[config.mk]
export PLATFORM = sky130hd
export DESIGN_NAME = nmr_scan_sched
export DESIGN_NICKNAME = d
export VERILOG_FILES = /design/src/rtl/nmr_scan_sched.sv
export SDC_FILE = /design/constraint.sdc
export NUM_CORES = 1
export LEC_CHECK = 0
export ABC_AREA = 1
export BUFFER_PORTS_ARGS = -buffer_cell sky130_fd_sc_hd__buf_2
export CAP_MARGIN = 20
export CORE_AREA = 2 2 181 183
export DETAILED_ROUTE_END_ITERATION = 12
export DIE_AREA = 0 0 183 185
export PLACE_DENSITY = 0.61
export SYNTH_ARGS = -nofsm -noshare
export SYNTH_HDL_FRONTEND = slang
export SYNTH_SLANG_ARGS = --single-unit
export TNS_END_PERCENT = 5
[constraint.sdc]
create_clock -name CLK -period 6 [get_ports CLK]
set_input_delay 0.6 -clock CLK [delete_from_list [all_inputs] [get_ports CLK]]
set_output_delay 0.6 -clock CLK [all_outputs]
set_load 0.01 [all_outputs]
[src/rtl/nmr_scan_sched.sv]
// nmr_scan_sched: runs NSCAN bitstream-engine scans, applies a fixed blanking
// window and an inter-scan delay, walks the phase-cycle index and guards
// each scan with a watchdog.
//
// Handshake with the bitstream engine: BS_START is a single-cycle pulse that
// launches one scan. BS_DONE is a level that is high whenever the engine is
// idle or finished. It is not trusted for BLANK_CYC cycles after the pulse,
// which gives the engine time to drop it. A scan completes on the first RUN
// cycle in which BS_DONE is sampled high.
module nmr_scan_sched #(
  parameter int LOOP_WIDTH = 16,
  parameter int DLY_WIDTH  = 32,
  parameter int PH_WIDTH   = 4,
  parameter int WDOG_WIDTH = 32,
  parameter int BLANK_CYC  = 4
) (
  input  logic                  CLK,
  input  logic                  RST,
  input  logic                  START,
  input  logic                  ABORT,
  input  logic [LOOP_WIDTH-1:0] NSCAN,
  input  logic [DLY_WIDTH-1:0]  TR_DLY,
  input  logic [PH_WIDTH-1:0]   PH_CYC_LEN,
  input  logic [WDOG_WIDTH-1:0] WDOG_LIM,
  output logic                  BS_START,
  input  logic                  BS_DONE,
  output logic [PH_WIDTH-1:0]   PH_IDX,
  output logic [LOOP_WIDTH-1:0] SCAN_CNT,
  output logic                  BUSY,
  output logic                  DONE,
  output logic                  ERR,
  output logic [2:0]            state_dbg
);

  typedef enum logic [2:0] {
    IDLE   = 3'd0,
    ARM    = 3'd1,
    FIRE   = 3'd2,
    BLANK  = 3'd3,
    RUN    = 3'd4,
    TRWAIT = 3'd5,
    FIN    = 3'd6
  } state_t;

  localparam logic [3:0]            BLANK_LAST = 4'(BLANK_CYC - 1);
  localparam logic [LOOP_WIDTH-1:0] LOOP_ONE   = LOOP_WIDTH'(1);
  localparam logic [DLY_WIDTH-1:0]  DLY_ONE    = DLY_WIDTH'(1);
  localparam logic [PH_WIDTH-1:0]   PH_ONE     = PH_WIDTH'(1);
  localparam logic [WDOG_WIDTH-1:0] WD_ONE     = WDOG_WIDTH'(1);

  state_t state;
  state_t state_nxt;

  // Run parameters captured in ARM; the live inputs are ignored afterwards.
  logic [LOOP_WIDTH-1:0] nscan_q;
  logic [DLY_WIDTH-1:0]  tr_dly_q;
  logic [PH_WIDTH-1:0]   ph_len_q;
  logic [WDOG_WIDTH-1:0] wdog_q;

  // Per-state counters; each restarts from zero whenever its state is entered.
  logic [3:0]            blank_cnt;
  logic [WDOG_WIDTH-1:0] wd_cnt;
  logic [DLY_WIDTH-1:0]  tr_cnt;

  // Strobes from the next-state logic to the datapath registers.
  logic                  start_acc;
  logic                  scan_done;
  logic                  wd_expire;
  logic [LOOP_WIDTH-1:0] scan_inc;
  logic [PH_WIDTH-1:0]   ph_adv;

  assign state_dbg = state;

  // SCAN_CNT never exceeds the latched NSCAN, so the increment cannot wrap.
  assign scan_inc = SCAN_CNT + LOOP_ONE;

  // Phase index after the current scan completes; lengths 0 and 1 pin it at 0.
  always_comb begin
    ph_adv = '0;
    if (ph_len_q > PH_ONE) begin
      if (PH_IDX == ph_len_q - PH_ONE) begin
        ph_adv = '0;
      end else begin
        ph_adv = PH_IDX + PH_ONE;
      end
    end
  end

  // State register.
  always_ff @(posedge CLK) begin
    if (RST) begin
      state <= IDLE;
    end else begin
      state <= state_nxt;
    end
  end

  // Next-state decode; ABORT wins over every scheduling event in a busy state.
  always_comb begin
    state_nxt = state;
    start_acc = 1'b0;
    scan_done = 1'b0;
    wd_expire = 1'b0;
    case (state)
      IDLE, FIN: begin
        if (START && !ABORT) begin
          state_nxt = ARM;
          start_acc = 1'b1;
        end
      end
      ARM: begin
        // Decide on the live NSCAN, which is the value being latched this cycle.
        if (ABORT) begin
          state_nxt = IDLE;
        end else if (NSCAN == '0) begin
          state_nxt = FIN;
        end else begin
          state_nxt = FIRE;
        end
      end
      FIRE: begin
        if (ABORT) begin
          state_nxt = IDLE;
        end else begin
          state_nxt = BLANK;
        end
      end
      BLANK: begin
        if (ABORT) begin
          state_nxt = IDLE;
        end else if (blank_cnt == BLANK_LAST) begin
          state_nxt = RUN;
        end
      end
      RUN: begin
        // A done seen on the expiry cycle still counts as a completed scan.
        if (ABORT) begin
          state_nxt = IDLE;
        end else if (BS_DONE) begin
          scan_done = 1'b1;
          if (scan_inc == nscan_q) begin
            state_nxt = FIN;
          end else if (tr_dly_q == '0) begin
            state_nxt = FIRE;
          end else begin
            state_nxt = TRWAIT;
          end
        end else if ((wdog_q != '0) && (wd_cnt == wdog_q - WD_ONE)) begin
          wd_expire = 1'b1;
          state_nxt = FIN;
        end
      end
      TRWAIT: begin
        if (ABORT) begin
          state_nxt = IDLE;
        end else if (tr_cnt == tr_dly_q - DLY_ONE) begin
          state_nxt = FIRE;
        end
      end
      default: begin
        state_nxt = IDLE;
      end
    endcase
  end

  // Registered status outputs, decoded from the state being entered.
  always_ff @(posedge CLK) begin
    if (RST) begin
      BS_START <= 1'b0;
      BUSY     <= 1'b0;
      DONE     <= 1'b0;
    end else begin
      BS_START <= (state_nxt == FIRE);
      BUSY     <= (state_nxt != IDLE) && (state_nxt != FIN);
      DONE     <= (state_nxt == FIN);
    end
  end

  // Dwell counters for blanking, watchdog and inter-scan delay.
  always_ff @(posedge CLK) begin
    if (RST) begin
      blank_cnt <= '0;
      wd_cnt    <= '0;
      tr_cnt    <= '0;
    end else begin
      if ((state == BLANK) && (state_nxt == BLANK)) begin
        blank_cnt <= blank_cnt + 4'd1;
      end else begin
        blank_cnt <= '0;
      end
      if ((state == RUN) && (state_nxt == RUN)) begin
        wd_cnt <= wd_cnt + WD_ONE;
      end else begin
        wd_cnt <= '0;
      end
      if ((state == TRWAIT) && (state_nxt == TRWAIT)) begin
        tr_cnt <= tr_cnt + DLY_ONE;
      end else begin
        tr_cnt <= '0;
      end
    end
  end

  // Capture the run parameters while in ARM.
  always_ff @(posedge CLK) begin
    if (RST) begin
      nscan_q  <= '0;
      tr_dly_q <= '0;
      ph_len_q <= '0;
      wdog_q   <= '0;
    end else if (state == ARM) begin
      nscan_q  <= NSCAN;
      tr_dly_q <= TR_DLY;
      ph_len_q <= PH_CYC_LEN;
      wdog_q   <= WDOG_LIM;
    end
  end

  // Scan count, phase index and error flag; all hold across an abort.
  always_ff @(posedge CLK) begin
    if (RST) begin
      SCAN_CNT <= '0;
      PH_IDX   <= '0;
      ERR      <= 1'b0;
    end else if (start_acc) begin
      SCAN_CNT <= '0;
      PH_IDX   <= '0;
      ERR      <= 1'b0;
    end else begin
      if (scan_done) begin
        SCAN_CNT <= scan_inc;
        PH_IDX   <= ph_adv;
      end
      if (wd_expire) begin
        ERR <= 1'b1;
      end
    end
  end

endmodule
---- Word-level counts from Yosys, hierarchy flattened ----
Cells that the tools add are included.
operators by class
  add/sub/neg operators ................... 8
  magnitude comparators ................... 1
  equality and inequality tests ........... 17
  multiplexer cells ....................... 25
  bitwise operators ....................... 3
  reductions and logical operators ........ 17
operators with widths
  cell                                                            number
  adder 32 x 1 -> 32 bit (second input constant)                  2
  equality test 32 bit                                            2
  subtractor 32 x 1 -> 32 bit (second input constant)             2
  two-way mux 3 bit                                               12
  logical NOT 32 bit                                              1
  nonzero test 32 bit                                             1
  equality test 3 bit (second input constant)                     6
  case mux 3 bit (6 select lines)                                 1
  adder 16 x 1 -> 16 bit (second input constant)                  1
  equality test 16 bit                                            1
  logical NOT 16 bit                                              1
  equality test 3 x 2 -> 1 bit (second input constant)            4
  OR reduction 2 bit                                              5
  two-way mux 1 bit                                               9
  adder 4 x 1 -> 4 bit (second input constant)                    2
  two-way mux 4 bit                                               2
  logical AND 1 bit                                               6
  equality test 4 x 2 -> 1 bit (second input constant)            1
  equality test 4 bit                                             1
  greater-than comparator 4 x 1 -> 1 bit (second input constant)  1
  subtractor 4 x 1 -> 4 bit (second input constant)               1
  equality test 3 x 1 -> 1 bit (second input constant)            1
  logical NOT 3 bit                                               1
  != test 3 bit (second input constant)                           1
  other kinds (4)                                                 6
storage, ports and cells
  register bits after elaboration ......... 179
  output and inout port bits .............. 27

---- Logic depth before layout (Yosys ltp) ----
  word-level depth ........................ 11
  mapped depth ............................ 22
  depth with buffers taken out ............ 21

---- Worst setup path after synthesis ----
Ideal clock, no wire load.
  kind .................................... reg2reg
  from .................................... reg tr_dly_q[0]
  to ...................................... reg wd_cnt[16]
  setup time .............................. 0.121 ns
  data arrival time ....................... 2.253 ns
  required time ........................... 5.879 ns
  setup slack ............................. 3.627 ns
  stages on the path, launching flop included .. 21
  path buffers ............................ 1
  cell sequence ........................... dfxtp_1 > inv_1 > ha_1 > nand2_4 > nor2_8 > nand2_4 > nor2_1 > nand2_1 > nand3_1 > nand2_1 > nor2_1 > nand2_1 > nor2_2 > nand3_2 > nand2_2 > nand3_2 > nand2_2 > nor2_4 > nand2_4 > buf_12 > nor2_4
between the ends
  longest elaborated chain between the ends .. 10
  elaborated cells on any way between the ends .. 14
  classes of those cells .................. add/sub (1); eq/ne (2); mux (7); bitwise (1); reduce/logical (3)
ends and longest elaborated chain
  element                                                                              line  RTL
  from (decl)                                                                          56    logic [DLY_WIDTH-1:0] tr_dly_q;
  from (signal assigned)                                                               208   tr_dly_q <= '0;
  from (signal assigned)                                                               213   tr_dly_q <= TR_DLY;
  parallel branches: the longest is 5 deep, another holds subtractor 32 x 1 -> 32 bit  --
  case mux 3 bit (6 select lines) (*)                                                  104   case (state)
  equality test 3 bit (*)                                                              191   if ((state == RUN) && (state_nxt == RUN)) begin
  logical AND 1 bit (*)                                                                191
  NOT 1 bit (no line) (*)                                                              --
  OR reduction 2 bit (no line) (*)                                                     --
  to (signal assigned)                                                                 192   wd_cnt <= wd_cnt + WD_ONE;
  to (decl)                                                                            62    logic [WDOG_WIDTH-1:0] wd_cnt;
Every way passes the cells marked *.
A chain may end at the register's enable or synchronous reset.

---- Final worst setup path ----
  from .................................... reg tr_dly_q[0]
  to ...................................... reg wd_cnt[0]
Same word-level chain as after synthesis.

==> results.yml <==
die:
  start_util_pct: 34.6
  die_y_um: 185
  die_width_um: 183
  core_region_area_sq_um: 32000
  num_rows: 66
  pin_count: 116
  fp.dieArea_sq_um: 33900
sta:
  finalCriticalPeriod_ps: 3250
  setup_ws_ps: 2750
  fmax_mhz: 308
  rsz0062_at_grt: "no"
  finalCritPeriodShare_pct: 54.2
  worstMarginPinSlew_ps: 910
  slew_headroom_pct: 39.3
  drv_slew: 0
  finalClockSkew_ps: 15.1
  tns_ps: 0
  hold_slack_ps: 394
  setup_viol: 0
  hold_viol: 0
logic_synthesis:
  synth.area.top_cells: "dfxtp_1, nand2_1, inv_1"
  async_flop_share_pct: 0
  syn_area_per_cell_sq_um: 6.65
  ys_seq_elements: 179
  yosysUniqueCellTypes: 43
  synth_common_cells: "nand2_1, inv_1, nor2_1"
  synthCells: 1668
  ys.flop_type: "dfxtp_1"
  netlist_area_sq_um: 11100
  ys_seq_area_share_pct: 32.3
  syn_nets: 1767
  synth_top_area_share_pct: 32.3
  yosysWarnings: 0
  synth_area_leader_cell: "dfxtp_1"
  synth_edf_count: 0
  synth.most_common_cell: "nand2_1"
pwr:
  netSwitchingPower_mw: 0.969
  switching_share_pct: 31.8
  seq_power_share_pct: 41.6
  p_leak_nw: 5.25
  clkPwrFrac_pct: 37.6
  p_int_mw: 2.08
  ir_drop_mv: 0.203
  power_frac_comb_pct: 20.8
  pwr_density_cell_nw_per_um2: 242
cells_and_area:
  final_cells: 2187
  fillerInstances: 3398
  final_nets: 1863
  syn2layout_area_growth_pct: 13.7
  drive_above_1_share_pct: 13.6
routing:
  drt_iter0_drc: 534
  wl_per_cell_um: 13.8
  post_drt_via_cell_ratio: 4.86
  ant_nets: 0
  drc: 0
  first_pass_iters: 5
  wl_mm: 30.3
  via_count: 10600
setup_path:
  critPathLaunchType: "flop"
  slowest_delay_ps: 660
  critPathKind: "flop to flop"
  setup.worst_path.end_class: "flop"
  critPathMaxFanout: 32
  crit_family: "simple AND/OR/NAND/NOR gates"
  crit_top_cell: "nand2_1"
  cp.required_ps: 6290
  worst-endpoint-arrival_ps: 3540
  worst-path-stages: 19
  critical_path_buf_inv_count: 1
  rr_worst_depth: 19
  crit_path_top_delay_cell: "nand2_4"
  crit_chain: "inv_1 > ha_1 > nand2_4 > nor2_8 > nand3_1 > nand2_1 > nand2_1 > nand2_1 > nand2_1 > nor2_1 > nand2_1 > nor2_2 > nand3_2 > nand2_2 > nand3_2 > nand2_2 > nor2_4 > nand2_4 > nor2_1"
placed_design:
  dpl_worst_slack_ps: 2700
  place_inst: 2153
  hpwlAfterDp_mm: 23.6
  port_buffers: 115
  place_congestion: 0.920
global_route:
  grt_overflow: 0
  grt_max_degree: 90
  grt_pass1_wl_mm: 49.7
  antenna_found_initial: 2
  grt_usage_pct: 18.3
  grt_pass1_vias: 10100
clocking:
  clock_latency_ps: 440
  ctsResizeCount: 0
  holdBufCountCts: 0
  cts_tree: "yes"
  clk_pin_slew_ps: 70
  htreeDepth: 4
  clockBufferDepth: 2
  cts_setup_buffers: 0
  cts_sinks: 179
  cts_buffers: 17
  cts_root_buf: "clkbuf_16"
hold_path:
  hold_class: "input port to flop"
  hold_depth: 2
outcome:
  status: "finished, final reports clean"
flow_run:
  max_cap_violations: 0
[power by group through the flow]
stage / registers, mW / logic [mW] / clock network [mW]
6_report: 1.27 / 0.634 / 1.14
5_1_grt: 1.27 / 0.725 / 1.23
4_1_cts: 1.27 / 0.630 / 1.18
3_5_place_dp: 1.29 / 0.627 / 0
3_3_place_gp: 1.29 / 0.622 / 0
2_1_floorplan: 1.28 / 0.470 / 0
[cells in the final DEF, fill, tap and decap left out, types with 3 or more instances in the layout]
cell type,Yosys,routed
nand2_1,366,366
inv_1,224,223
nor2_1,209,209
dfxtp_1,179,179
buf_2,0,115
o21ai_0,114,114
a21oi_1,112,112
nand3_1,104,103
xor2_1,64,64
xnor2_1,41,41
nor2_4,39,39
nand4_1,31,31
nor3_1,26,26
nor4_1,17,17
clkbuf_16,0,17
nor2_2,13,13
nand3b_1,12,12
ha_1,10,10
inv_2,6,7
nor3b_1,7,7
nor3_2,6,6
nand2_2,6,6
nand3_2,5,5
or2_2,5,5
a31oi_1,4,4
buf_4,0,4
o21ai_1,3,3
o21bai_1,3,3
nand2_4,3,3
clkinvlp_4,0,3
[per-stage QoR]
stage	utilization (%)	total power, mW	cell area, sq um
finish	39.3	3.04	12600
global route	39.3	3.23	12600
CTS	39.3	3.07	12600
detailed placement	37.5	1.92	12000
global placement	37.5	1.92	12000
floorplan	-	1.75	11100
[worst paths after layout]
check                                 from                 endpoint  slack [ps]
setup / recovery  tr_dly_q[0]$_SDFFE_PP0P_     wd_cnt[0]$_SDFF_PP0_        2750
hold / removal                         RST  state_dbg[1]$_SDFF_PP0_         390
setup reg to reg  tr_dly_q[0]$_SDFFE_PP0P_     wd_cnt[0]$_SDFF_PP0_        2750
hold reg to reg           ERR$_SDFFE_PP0P_         ERR$_SDFFE_PP0P_         450
[routing by layer]
metal | GRT usage, % | wire length [um] | vias to the layer above
li1 | - | - | 5519
met4 | 5.60 | 538 | 0
met1 | 24.2 | 14500 | 4799
met5 | 0 | 0 | -
met2 | 30.6 | 13800 | 271
met3 | 2.81 | 1440 | 42
[cells by family after synthesis]
family	after synthesis	synth area share [%]
XOR/XNOR	109	9.06
AND/OR/NAND/NOR	857	36.7
flip-flops	179	32.3
adder cells (fa/ha/maj)	10	1.13
AO/OA/AOI/OAI	240	11.0
buffers and inverters	273	9.68
[state kept, by name (all words and copies together) (netlist names)]
register / count
wd_cnt: 32
ERR: 1
BUSY: 1
blank_cnt: 4
tr_dly_q: 32
state_dbg: 3
wdog_q: 32
nscan_q: 16
tr_cnt: 32
DONE: 1
SCAN_CNT: 16
PH_IDX: 4
BS_START: 1
ph_len_q: 4
[final cells by class]
cell class                      instances  area [sq um]  area share, %
Multi-Input combinational cell       1216          6440           51.1
Sequential cell                       179          3580           28.4
Inverter                              231           867           6.88
Timing Repair Buffer                  119           606           4.80
Tap cell                              408           510           4.05
Clock buffer                           19           443           3.51
Clock inverter                         13           150           1.19
Antenna cell                            2          5.00         0.0397
Note: power is estimated with default switching activity, not from simulation.
